File: src/rtl/tile_scheduler_v2_if.sv
// DMA descriptor and token-engine pass handshake between the tile scheduler and its engines.
interface tile_scheduler_v2_if #(
    parameter int ADDR_W = 32,
    parameter int LEN_W  = 24
);
    logic              dma_req_o;
    logic              dma_write_o;
    logic [ADDR_W-1:0] dma_addr_o;
    logic [LEN_W-1:0]  dma_len_o;
    logic              dma_ack_i;
    logic              dma_done_i;
    logic              pass_start_o;
    logic              pass_done_i;

    modport master (
        output dma_req_o, dma_write_o, dma_addr_o, dma_len_o, pass_start_o,
        input  dma_ack_i, dma_done_i, pass_done_i
    );
    modport slave (
        input  dma_req_o, dma_write_o, dma_addr_o, dma_len_o, pass_start_o,
        output dma_ack_i, dma_done_i, pass_done_i
    );
endinterface

File: src/rtl/tile_scheduler_v2.sv
// Walks K -> D -> N tile loops with remainders, issuing multi-burst DMA loads,
// token-engine passes and opsum writeback for one layer.
module tile_scheduler_v2 #(
    parameter int ADDR_W  = 32,
    parameter int DIM_W   = 16,
    parameter int LEN_W   = 24,
    parameter int BYTES_I = 1,
    parameter int BYTES_W = 1,
    parameter int BYTES_B = 4,
    parameter int BYTES_P = 4
) (
    input  logic              clk,
    input  logic              rst,
    input  logic              start_i,
    input  logic              dw_i,
    input  logic              bias_en_i,
    input  logic [DIM_W-1:0]  num_K_i,
    input  logic [DIM_W-1:0]  num_D_i,
    input  logic [DIM_W-1:0]  num_N_i,
    input  logic [DIM_W-1:0]  tile_K_i,
    input  logic [DIM_W-1:0]  tile_D_i,
    input  logic [DIM_W-1:0]  tile_N_i,
    input  logic [ADDR_W-1:0] base_w_i,
    input  logic [ADDR_W-1:0] base_i_i,
    input  logic [ADDR_W-1:0] base_b_i,
    input  logic [ADDR_W-1:0] base_o_i,
    tile_scheduler_v2_if.master dma,
    output logic [DIM_W-1:0]  k_real_o,
    output logic [DIM_W-1:0]  d_real_o,
    output logic [DIM_W-1:0]  n_real_o,
    output logic              psum_in_o,
    output logic              busy_o,
    output logic              layer_done_o
);
    typedef enum logic [3:0] {IDLE, TILE, LD_W, LD_I, LD_B, LD_P, PASS, WB, DONE} state_t;
    state_t state, nxt;

    logic              dw_q, bias_q;
    logic [DIM_W-1:0]  num_k, num_d, num_n, tile_k, tile_d, tile_n;
    logic [ADDR_W-1:0] base_w, base_i, base_b, base_o;
    logic [DIM_W-1:0]  k0, d0, n0, b_idx, n_bursts;
    logic              wait_done, pass_started;
    logic              is_dma, burst_done, last_burst, layer_end;
    logic [DIM_W:0]    k_sum, d_sum, n_sum;
    logic [DIM_W-1:0]  rem_k, rem_d, rem_n;
    logic [ADDR_W-1:0] row_ko, row_i, addr;
    logic [LEN_W-1:0]  len;

    assign is_dma     = state inside {LD_W, LD_I, LD_B, LD_P, WB};
    // ack+done in the same cycle completes the burst without a wait state
    assign burst_done = is_dma && dma.dma_done_i && (wait_done || dma.dma_ack_i);
    assign last_burst = (b_idx == n_bursts - DIM_W'(1));

    assign rem_k = num_k - k0;
    assign rem_d = num_d - d0;
    assign rem_n = num_n - n0;
    assign k_sum = {1'b0, k0} + {1'b0, k_real_o};
    assign d_sum = {1'b0, d0} + {1'b0, d_real_o};
    assign n_sum = {1'b0, n0} + {1'b0, n_real_o};
    assign layer_end = (n_sum >= {1'b0, num_n}) && (dw_q || d_sum >= {1'b0, num_d})
                       && (k_sum >= {1'b0, num_k});

    assign dma.dma_req_o    = is_dma && !wait_done;
    assign dma.dma_write_o  = (state == WB);
    assign dma.dma_addr_o   = addr;
    assign dma.dma_len_o    = len;
    assign dma.pass_start_o = (state == PASS) && !pass_started;
    assign psum_in_o        = (d0 != '0) && !dw_q;
    assign busy_o           = (state != IDLE) && (state != DONE);
    assign layer_done_o     = (state == DONE);

    always_ff @(posedge clk) begin
        if (rst) state <= IDLE;
        else     state <= nxt;
    end

    always_comb begin
        nxt = state;
        case (state)
            IDLE: if (start_i)
                      nxt = (num_K_i == '0 || num_D_i == '0 || num_N_i == '0) ? DONE : TILE;
            TILE: nxt = (n0 == '0) ? LD_W : LD_I;
            LD_W: if (burst_done && last_burst) nxt = LD_I;
            LD_I: if (burst_done && last_burst)
                      nxt = (bias_q && d0 == '0) ? LD_B : (d0 != '0 && !dw_q) ? LD_P : PASS;
            LD_B, LD_P: if (burst_done && last_burst) nxt = PASS;
            PASS: if (dma.pass_done_i) nxt = WB;
            WB:   if (burst_done && last_burst) nxt = layer_end ? DONE : TILE;
            DONE: nxt = IDLE;
            default: nxt = IDLE;
        endcase
    end

    // Depthwise reuses the K index as the ifmap channel index.
    assign row_ko = ADDR_W'(k0) + ADDR_W'(b_idx);
    assign row_i  = (dw_q ? ADDR_W'(k0) : ADDR_W'(d0)) + ADDR_W'(b_idx);

    always_comb begin
        addr     = '0;
        len      = '0;
        n_bursts = k_real_o;
        case (state)
            LD_W: begin
                n_bursts = dw_q ? DIM_W'(1) : k_real_o;
                addr = dw_q ? base_w + ADDR_W'(k0) * ADDR_W'(BYTES_W)
                            : base_w + (row_ko * ADDR_W'(num_d) + ADDR_W'(d0)) * ADDR_W'(BYTES_W);
                len  = (dw_q ? LEN_W'(k_real_o) : LEN_W'(d_real_o)) * LEN_W'(BYTES_W);
            end
            LD_I: begin
                n_bursts = dw_q ? k_real_o : d_real_o;
                addr = base_i + (row_i * ADDR_W'(num_n) + ADDR_W'(n0)) * ADDR_W'(BYTES_I);
                len  = LEN_W'(n_real_o) * LEN_W'(BYTES_I);
            end
            LD_B: begin
                n_bursts = DIM_W'(1);
                addr = base_b + ADDR_W'(k0) * ADDR_W'(BYTES_B);
                len  = LEN_W'(k_real_o) * LEN_W'(BYTES_B);
            end
            LD_P, WB: begin
                addr = base_o + (row_ko * ADDR_W'(num_n) + ADDR_W'(n0)) * ADDR_W'(BYTES_P);
                len  = LEN_W'(n_real_o) * LEN_W'(BYTES_P);
            end
            default: ;
        endcase
    end

    always_ff @(posedge clk) begin
        if (rst) begin
            dw_q <= 1'b0;  bias_q <= 1'b0;
            num_k <= '0;   num_d <= '0;   num_n <= '0;
            tile_k <= '0;  tile_d <= '0;  tile_n <= '0;
            base_w <= '0;  base_i <= '0;  base_b <= '0;  base_o <= '0;
            k0 <= '0;  d0 <= '0;  n0 <= '0;  b_idx <= '0;
            k_real_o <= '0;  d_real_o <= '0;  n_real_o <= '0;
            wait_done <= 1'b0;  pass_started <= 1'b0;
        end else begin
            pass_started <= (state == PASS);
            if (state == IDLE && start_i) begin
                dw_q <= dw_i;  bias_q <= bias_en_i;
                num_k <= num_K_i;   num_d <= num_D_i;   num_n <= num_N_i;
                tile_k <= tile_K_i; tile_d <= tile_D_i; tile_n <= tile_N_i;
                base_w <= base_w_i; base_i <= base_i_i; base_b <= base_b_i; base_o <= base_o_i;
                k0 <= '0;  d0 <= '0;  n0 <= '0;  b_idx <= '0;  wait_done <= 1'b0;
            end
            if (state == TILE) begin
                k_real_o <= (tile_k < rem_k) ? tile_k : rem_k;
                d_real_o <= (tile_d < rem_d) ? tile_d : rem_d;
                n_real_o <= (tile_n < rem_n) ? tile_n : rem_n;
            end
            if (is_dma) begin
                if (burst_done) begin
                    wait_done <= 1'b0;
                    b_idx     <= last_burst ? '0 : b_idx + DIM_W'(1);
                end else if (dma.dma_req_o && dma.dma_ack_i) begin
                    wait_done <= 1'b1;
                end
            end
            if (state == WB && burst_done && last_burst) begin
                if (n_sum < {1'b0, num_n}) begin
                    n0 <= n_sum[DIM_W-1:0];
                end else begin
                    n0 <= '0;
                    if (!dw_q && d_sum < {1'b0, num_d}) begin
                        d0 <= d_sum[DIM_W-1:0];
                    end else begin
                        d0 <= '0;
                        k0 <= k_sum[DIM_W-1:0];
                    end
                end
            end
        end
    end
endmodule

File: src/flat_wrapper.sv
// flat-port wrapper written by rule: the top's interface ports become plain ports
module tile_scheduler_v2_flat 
#(
    parameter int ADDR_W  = 32,
    parameter int DIM_W   = 16,
    parameter int LEN_W   = 24,
    parameter int BYTES_I = 1,
    parameter int BYTES_W = 1,
    parameter int BYTES_B = 4,
    parameter int BYTES_P = 4
)
  (clk, rst, start_i, dw_i, bias_en_i, num_K_i, num_D_i, num_N_i, tile_K_i, tile_D_i, tile_N_i, base_w_i, base_i_i, base_b_i, base_o_i, k_real_o, d_real_o, n_real_o, psum_in_o, busy_o, layer_done_o, dma_dma_req_o, dma_dma_write_o, dma_dma_addr_o, dma_dma_len_o, dma_pass_start_o, dma_dma_ack_i, dma_dma_done_i, dma_pass_done_i);
  tile_scheduler_v2_if #(.ADDR_W(ADDR_W), .LEN_W(LEN_W)) dma_i ();
  input  logic clk;
  input  logic rst;
  input  logic start_i;
  input  logic dw_i;
  input  logic bias_en_i;
  input  logic [DIM_W-1:0] num_K_i;
  input  logic [DIM_W-1:0] num_D_i;
  input  logic [DIM_W-1:0] num_N_i;
  input  logic [DIM_W-1:0] tile_K_i;
  input  logic [DIM_W-1:0] tile_D_i;
  input  logic [DIM_W-1:0] tile_N_i;
  input  logic [ADDR_W-1:0] base_w_i;
  input  logic [ADDR_W-1:0] base_i_i;
  input  logic [ADDR_W-1:0] base_b_i;
  input  logic [ADDR_W-1:0] base_o_i;
  output logic [DIM_W-1:0] k_real_o;
  output logic [DIM_W-1:0] d_real_o;
  output logic [DIM_W-1:0] n_real_o;
  output logic psum_in_o;
  output logic busy_o;
  output logic layer_done_o;
  output wire logic [$bits(dma_i.dma_req_o)-1:0] dma_dma_req_o;
  output wire logic [$bits(dma_i.dma_write_o)-1:0] dma_dma_write_o;
  output wire logic [$bits(dma_i.dma_addr_o)-1:0] dma_dma_addr_o;
  output wire logic [$bits(dma_i.dma_len_o)-1:0] dma_dma_len_o;
  output wire logic [$bits(dma_i.pass_start_o)-1:0] dma_pass_start_o;
  input wire logic [$bits(dma_i.dma_ack_i)-1:0] dma_dma_ack_i;
  input wire logic [$bits(dma_i.dma_done_i)-1:0] dma_dma_done_i;
  input wire logic [$bits(dma_i.pass_done_i)-1:0] dma_pass_done_i;
  assign dma_dma_req_o = dma_i.dma_req_o;
  assign dma_dma_write_o = dma_i.dma_write_o;
  assign dma_dma_addr_o = dma_i.dma_addr_o;
  assign dma_dma_len_o = dma_i.dma_len_o;
  assign dma_pass_start_o = dma_i.pass_start_o;
  assign dma_i.dma_ack_i = dma_dma_ack_i;
  assign dma_i.dma_done_i = dma_dma_done_i;
  assign dma_i.pass_done_i = dma_pass_done_i;
  tile_scheduler_v2 #(.ADDR_W(ADDR_W), .DIM_W(DIM_W), .LEN_W(LEN_W), .BYTES_I(BYTES_I), .BYTES_W(BYTES_W), .BYTES_B(BYTES_B), .BYTES_P(BYTES_P)) u_core (.clk(clk), .rst(rst), .start_i(start_i), .dw_i(dw_i), .bias_en_i(bias_en_i), .num_K_i(num_K_i), .num_D_i(num_D_i), .num_N_i(num_N_i), .tile_K_i(tile_K_i), .tile_D_i(tile_D_i), .tile_N_i(tile_N_i), .base_w_i(base_w_i), .base_i_i(base_i_i), .base_b_i(base_b_i), .base_o_i(base_o_i), .dma(dma_i), .k_real_o(k_real_o), .d_real_o(d_real_o), .n_real_o(n_real_o), .psum_in_o(psum_in_o), .busy_o(busy_o), .layer_done_o(layer_done_o));
endmodule
File: config.mk
export PLATFORM = sky130hd
export DESIGN_NAME = tile_scheduler_v2_flat
export DESIGN_NICKNAME = d
export VERILOG_FILES = /design/src/rtl/tile_scheduler_v2_if.sv /design/src/rtl/tile_scheduler_v2.sv /design/src/flat_wrapper.sv
export SDC_FILE = /design/constraint.sdc
export NUM_CORES = 2
export LEC_CHECK = 0
export CAP_MARGIN = 20
export CORE_UTILIZATION = 65
export CTS_BUF_LIST = sky130_fd_sc_hd__clkbuf_8
export DETAILED_ROUTE_END_ITERATION = 6
export PLACE_DENSITY = 0.86
export SLEW_MARGIN = 30
export SYNTH_ARGS = -nofsm -noshare
export SYNTH_HDL_FRONTEND = slang
export SYNTH_SLANG_ARGS = --single-unit
File: constraint.sdc
create_clock -name clk -period 24.4 [get_ports clk]
set_input_delay 2.44 -clock clk [delete_from_list [all_inputs] [get_ports clk]]
set_output_delay 2.44 -clock clk [all_outputs]
set_load 0.1 [all_outputs]
==> results.md <==
* Top_reg_cell synth: dfxtp_1
* Max-cap violations at 0
* First-pass GRT wire length at 292 mm
* FF/Latch Area at 6890 µm²
* Maximum VDD drop at 76.6 µV
* Drt drc at 0
* Starting DRT DRC Count at 5193
* Fillers at 6334
* Layout cells sized above 1 at 0.0378
* Worst-skew pair later-pin latency at 0.76 ns
* Post-synth EDFFs at 0
* Fin Setup TNS at 0 ns
* Setup Skew at 0.0500 ns
* CP max stage delay at 1.10 ns
* Routed vias at 50800
* Final min period at 15.85 ns
* Die height at 293 µm
* Non-filler cells, final at 8144
* Tot Pwr at 0.00349 W
* Nature of the critical path startpoint: flip-flop
* Vias in the first global route at 51400
* Synth Register Bits at 344
* R2r setup slk at 18.46 ns
* Cell Area, Synth at 54900 µm²
* Hold Vio Cnt, Final at 0
* Synth warn at 0
* Unrepaired setup endpoints after global routing: no
* I/O pins at 342
* Postcts setup bufs at 0
* Starting Density at 0.657
* Setup Viol. Count Final at 0
* CTS root buf: clkbuf_8
* Gr usage total at 0.449
* Syn Area/Cell at 8.02 µm²
* Leakage at 28.3 nW
* Gr ovfl total at 0
* Die Width at 293 µm
* Hold buffers post-CTS at 0
* Port Buffers at 335
* Die footprint at 85600 µm²
* Max Fclk at 63.1 MHz
* Final Slew Violations at 0
* Synth Instances at 6839
* Count of unique library cells instantiated by Yosys at 89
* Row count at 106
* First-pass DRT Iterations at 6
* Outcome: complete, no violations
* Routed vias/inst at 6.24
* Routed WL at 190 mm
* Critical path data arrival time at 13.41 ns
* Crit path max-delay cell type: clkdlybuf4s50_1
* Crit-path leading delay family: compound AO/OA/AOI/OAI gates
* Nets at 8546
* Initial antenna violation count at 8
* H-tree depth at 3
* Routability cong. at 1.05
* Worst-margin pin slew at 1.16 ns
* Sink Count at 344
* Worst setup path category: flip-flop to output port
* TritonCTS clock tree: built
* Worst hold path type: flip-flop to flip-flop
* CP required at 21.96 ns
* Top fanout value on the critical path at 32
* WL per Instance at 23.4 µm
* Deepest clock path buffer count at 3
* Worst Setup End Kind: output port
* Total CTS buffers at 67
* Final ANT Viol Nets at 0
* Power Density at 57.4 nW/µm²
* WP buf/inv at 7
* Rel. slew slack at 0.228
* Largest net degree at the start of global routing at 171
* Post-synthesis sequential area ratio at 0.126
* Detail Placement HPWL at 147 mm
* Area growth syn-to-layout at 10.9%
* Fin crit share at 0.650
* # resized after CTS at 0
* Clock transition at the registers of the reported paths at 0.06 ns
* CORE AREA at 83600 µm²
* Most used cell, CP: fa_1
* Area of the multi-input gates at 42900 µm²
* Post-synth ARST share at 0
* Final core occ at 0.728
* Placed Instances at 8019
metrics by stage:
step / hold WS, ns / cell area, µm² / setup WS (ns)
detailed placement: 0.447 / 59300 / 9.52
global placement: 0.442 / 59200 / 9.68
global route: 0.475 / 60800 / 7.91
CTS: 0.455 / 60800 / 8.69
finish: 0.456 / 60800 / 8.55
floorplan: 0.436 / 54900 / 9.69
cells in the final DEF (no fill, tap or decap), types with 39 or more instances in the layout:
cell type        Yosys  routed
a21oi_1            483     483
inv_1             1086    1101
and2_1             288     287
o21a_1              51      51
buf_4                8      89
a31oi_1             48      47
clkdlybuf4s50_1      0     332
a21o_1             100     100
fa_1               741     740
dfxtp_1            344     343
nand4_1             39      39
nand3_1            125     125
xnor2_1            183     168
nand2_1           1175    1174
nor2_1             231     227
nand2b_1            40      40
nor3_1              69      66
o21ai_0            259     258
xor2_1              97      92
clkbuf_8             0      75
ha_1               564     564
and3_1              49      49
layer usage:
layer,global-route usage,wire [µm],share of wire,up-vias
li1,-,-,-,22400
met4,0.299,15000,0.079,10
met5,0,45,0.00024,-
met3,0.112,22000,0.12,812
met2,0.699,83700,0.44,3066
met1,0.553,69700,0.37,24500
worst min-delay path: stages (launching register included):
cell and delay (ns):
dfxtp_1 0.31, nand2_1 0.05, a21oi_1 0.05
kinds of logic (layout without fill, tap and decap cells):
logic type               count (synthesis)  count (layout)  synth area share
AND/OR/NAND/NOR                       2181            2181             0.182
buffers and inverters                 1419            1634            0.0979
AO/OA/AOI/OAI                         1270            1270             0.143
adder cells (fa/ha/maj)               1305            1305             0.399
other                                    1              11         0.0000683
XOR/XNOR                               282             282            0.0455
flip-flops                             344             344             0.126
multiplexers                            37              37           0.00682
registers in the layout (all words and copies together), names as in the netlist, 32 cells and up:
register,flops
u_core.base_b,32
u_core.base_i,32
u_core.base_o,32
u_core.base_w,32
area by class of cell:
type | instances | area share
inverters | 1087 | 0.0671
well taps | 1080 | 0.0222
flip-flops and latches | 344 | 0.113
repair buffers | 428 | 0.0672
multi-input cells | 5081 | 0.705
diodes | 5 | 0.000206
clock buffers | 75 | 0.0170
clock inverters | 44 | 0.00776
where the power goes:
group	switching, W	internal, W
Sequential	0.000204	0.000657
Combinational	0.00132	0.000629
Clock	0.000311	0.000375
cells in the mapped netlist (34+ instances only):
cell / count / share of area
o21ai_0: 259 / 0.024
a211oi_1: 36 / 0.0049
fa_1: 741 / 0.27
dfxtp_1: 344 / 0.13
inv_1: 1086 / 0.074
or3_1: 37 / 0.0042
and2_1: 288 / 0.033
nand2b_1: 40 / 0.0046
nand3_1: 125 / 0.011
mux2i_1: 34 / 0.0062
nor2b_1: 37 / 0.0042
nor2_1: 231 / 0.016
and3_1: 49 / 0.0056
clkbuf_1: 305 / 0.021
a31oi_1: 48 / 0.0055
o21bai_1: 38 / 0.0052
ha_1: 564 / 0.13
nand2_1: 1175 / 0.080
a21oi_1: 483 / 0.044
xnor2_1: 183 / 0.029
o21a_1: 51 / 0.0070
xor2_1: 97 / 0.015
nand4_1: 39 / 0.0044
a21o_1: 100 / 0.014
nor3_1: 69 / 0.0063
worst paths after layout:
check | start | to | depth (start not counted)
max reg2reg | u_core.d_real_o[0] | u_core.state[0] | 22
min | u_core.base_i[13] | u_core.base_i[13] | 2
max | u_core.k0[1] | dma_dma_addr_o[24] | 41
min reg2reg | u_core.base_i[13] | u_core.base_i[13] | 2
Note: power is estimated with default switching activity, not from simulation.
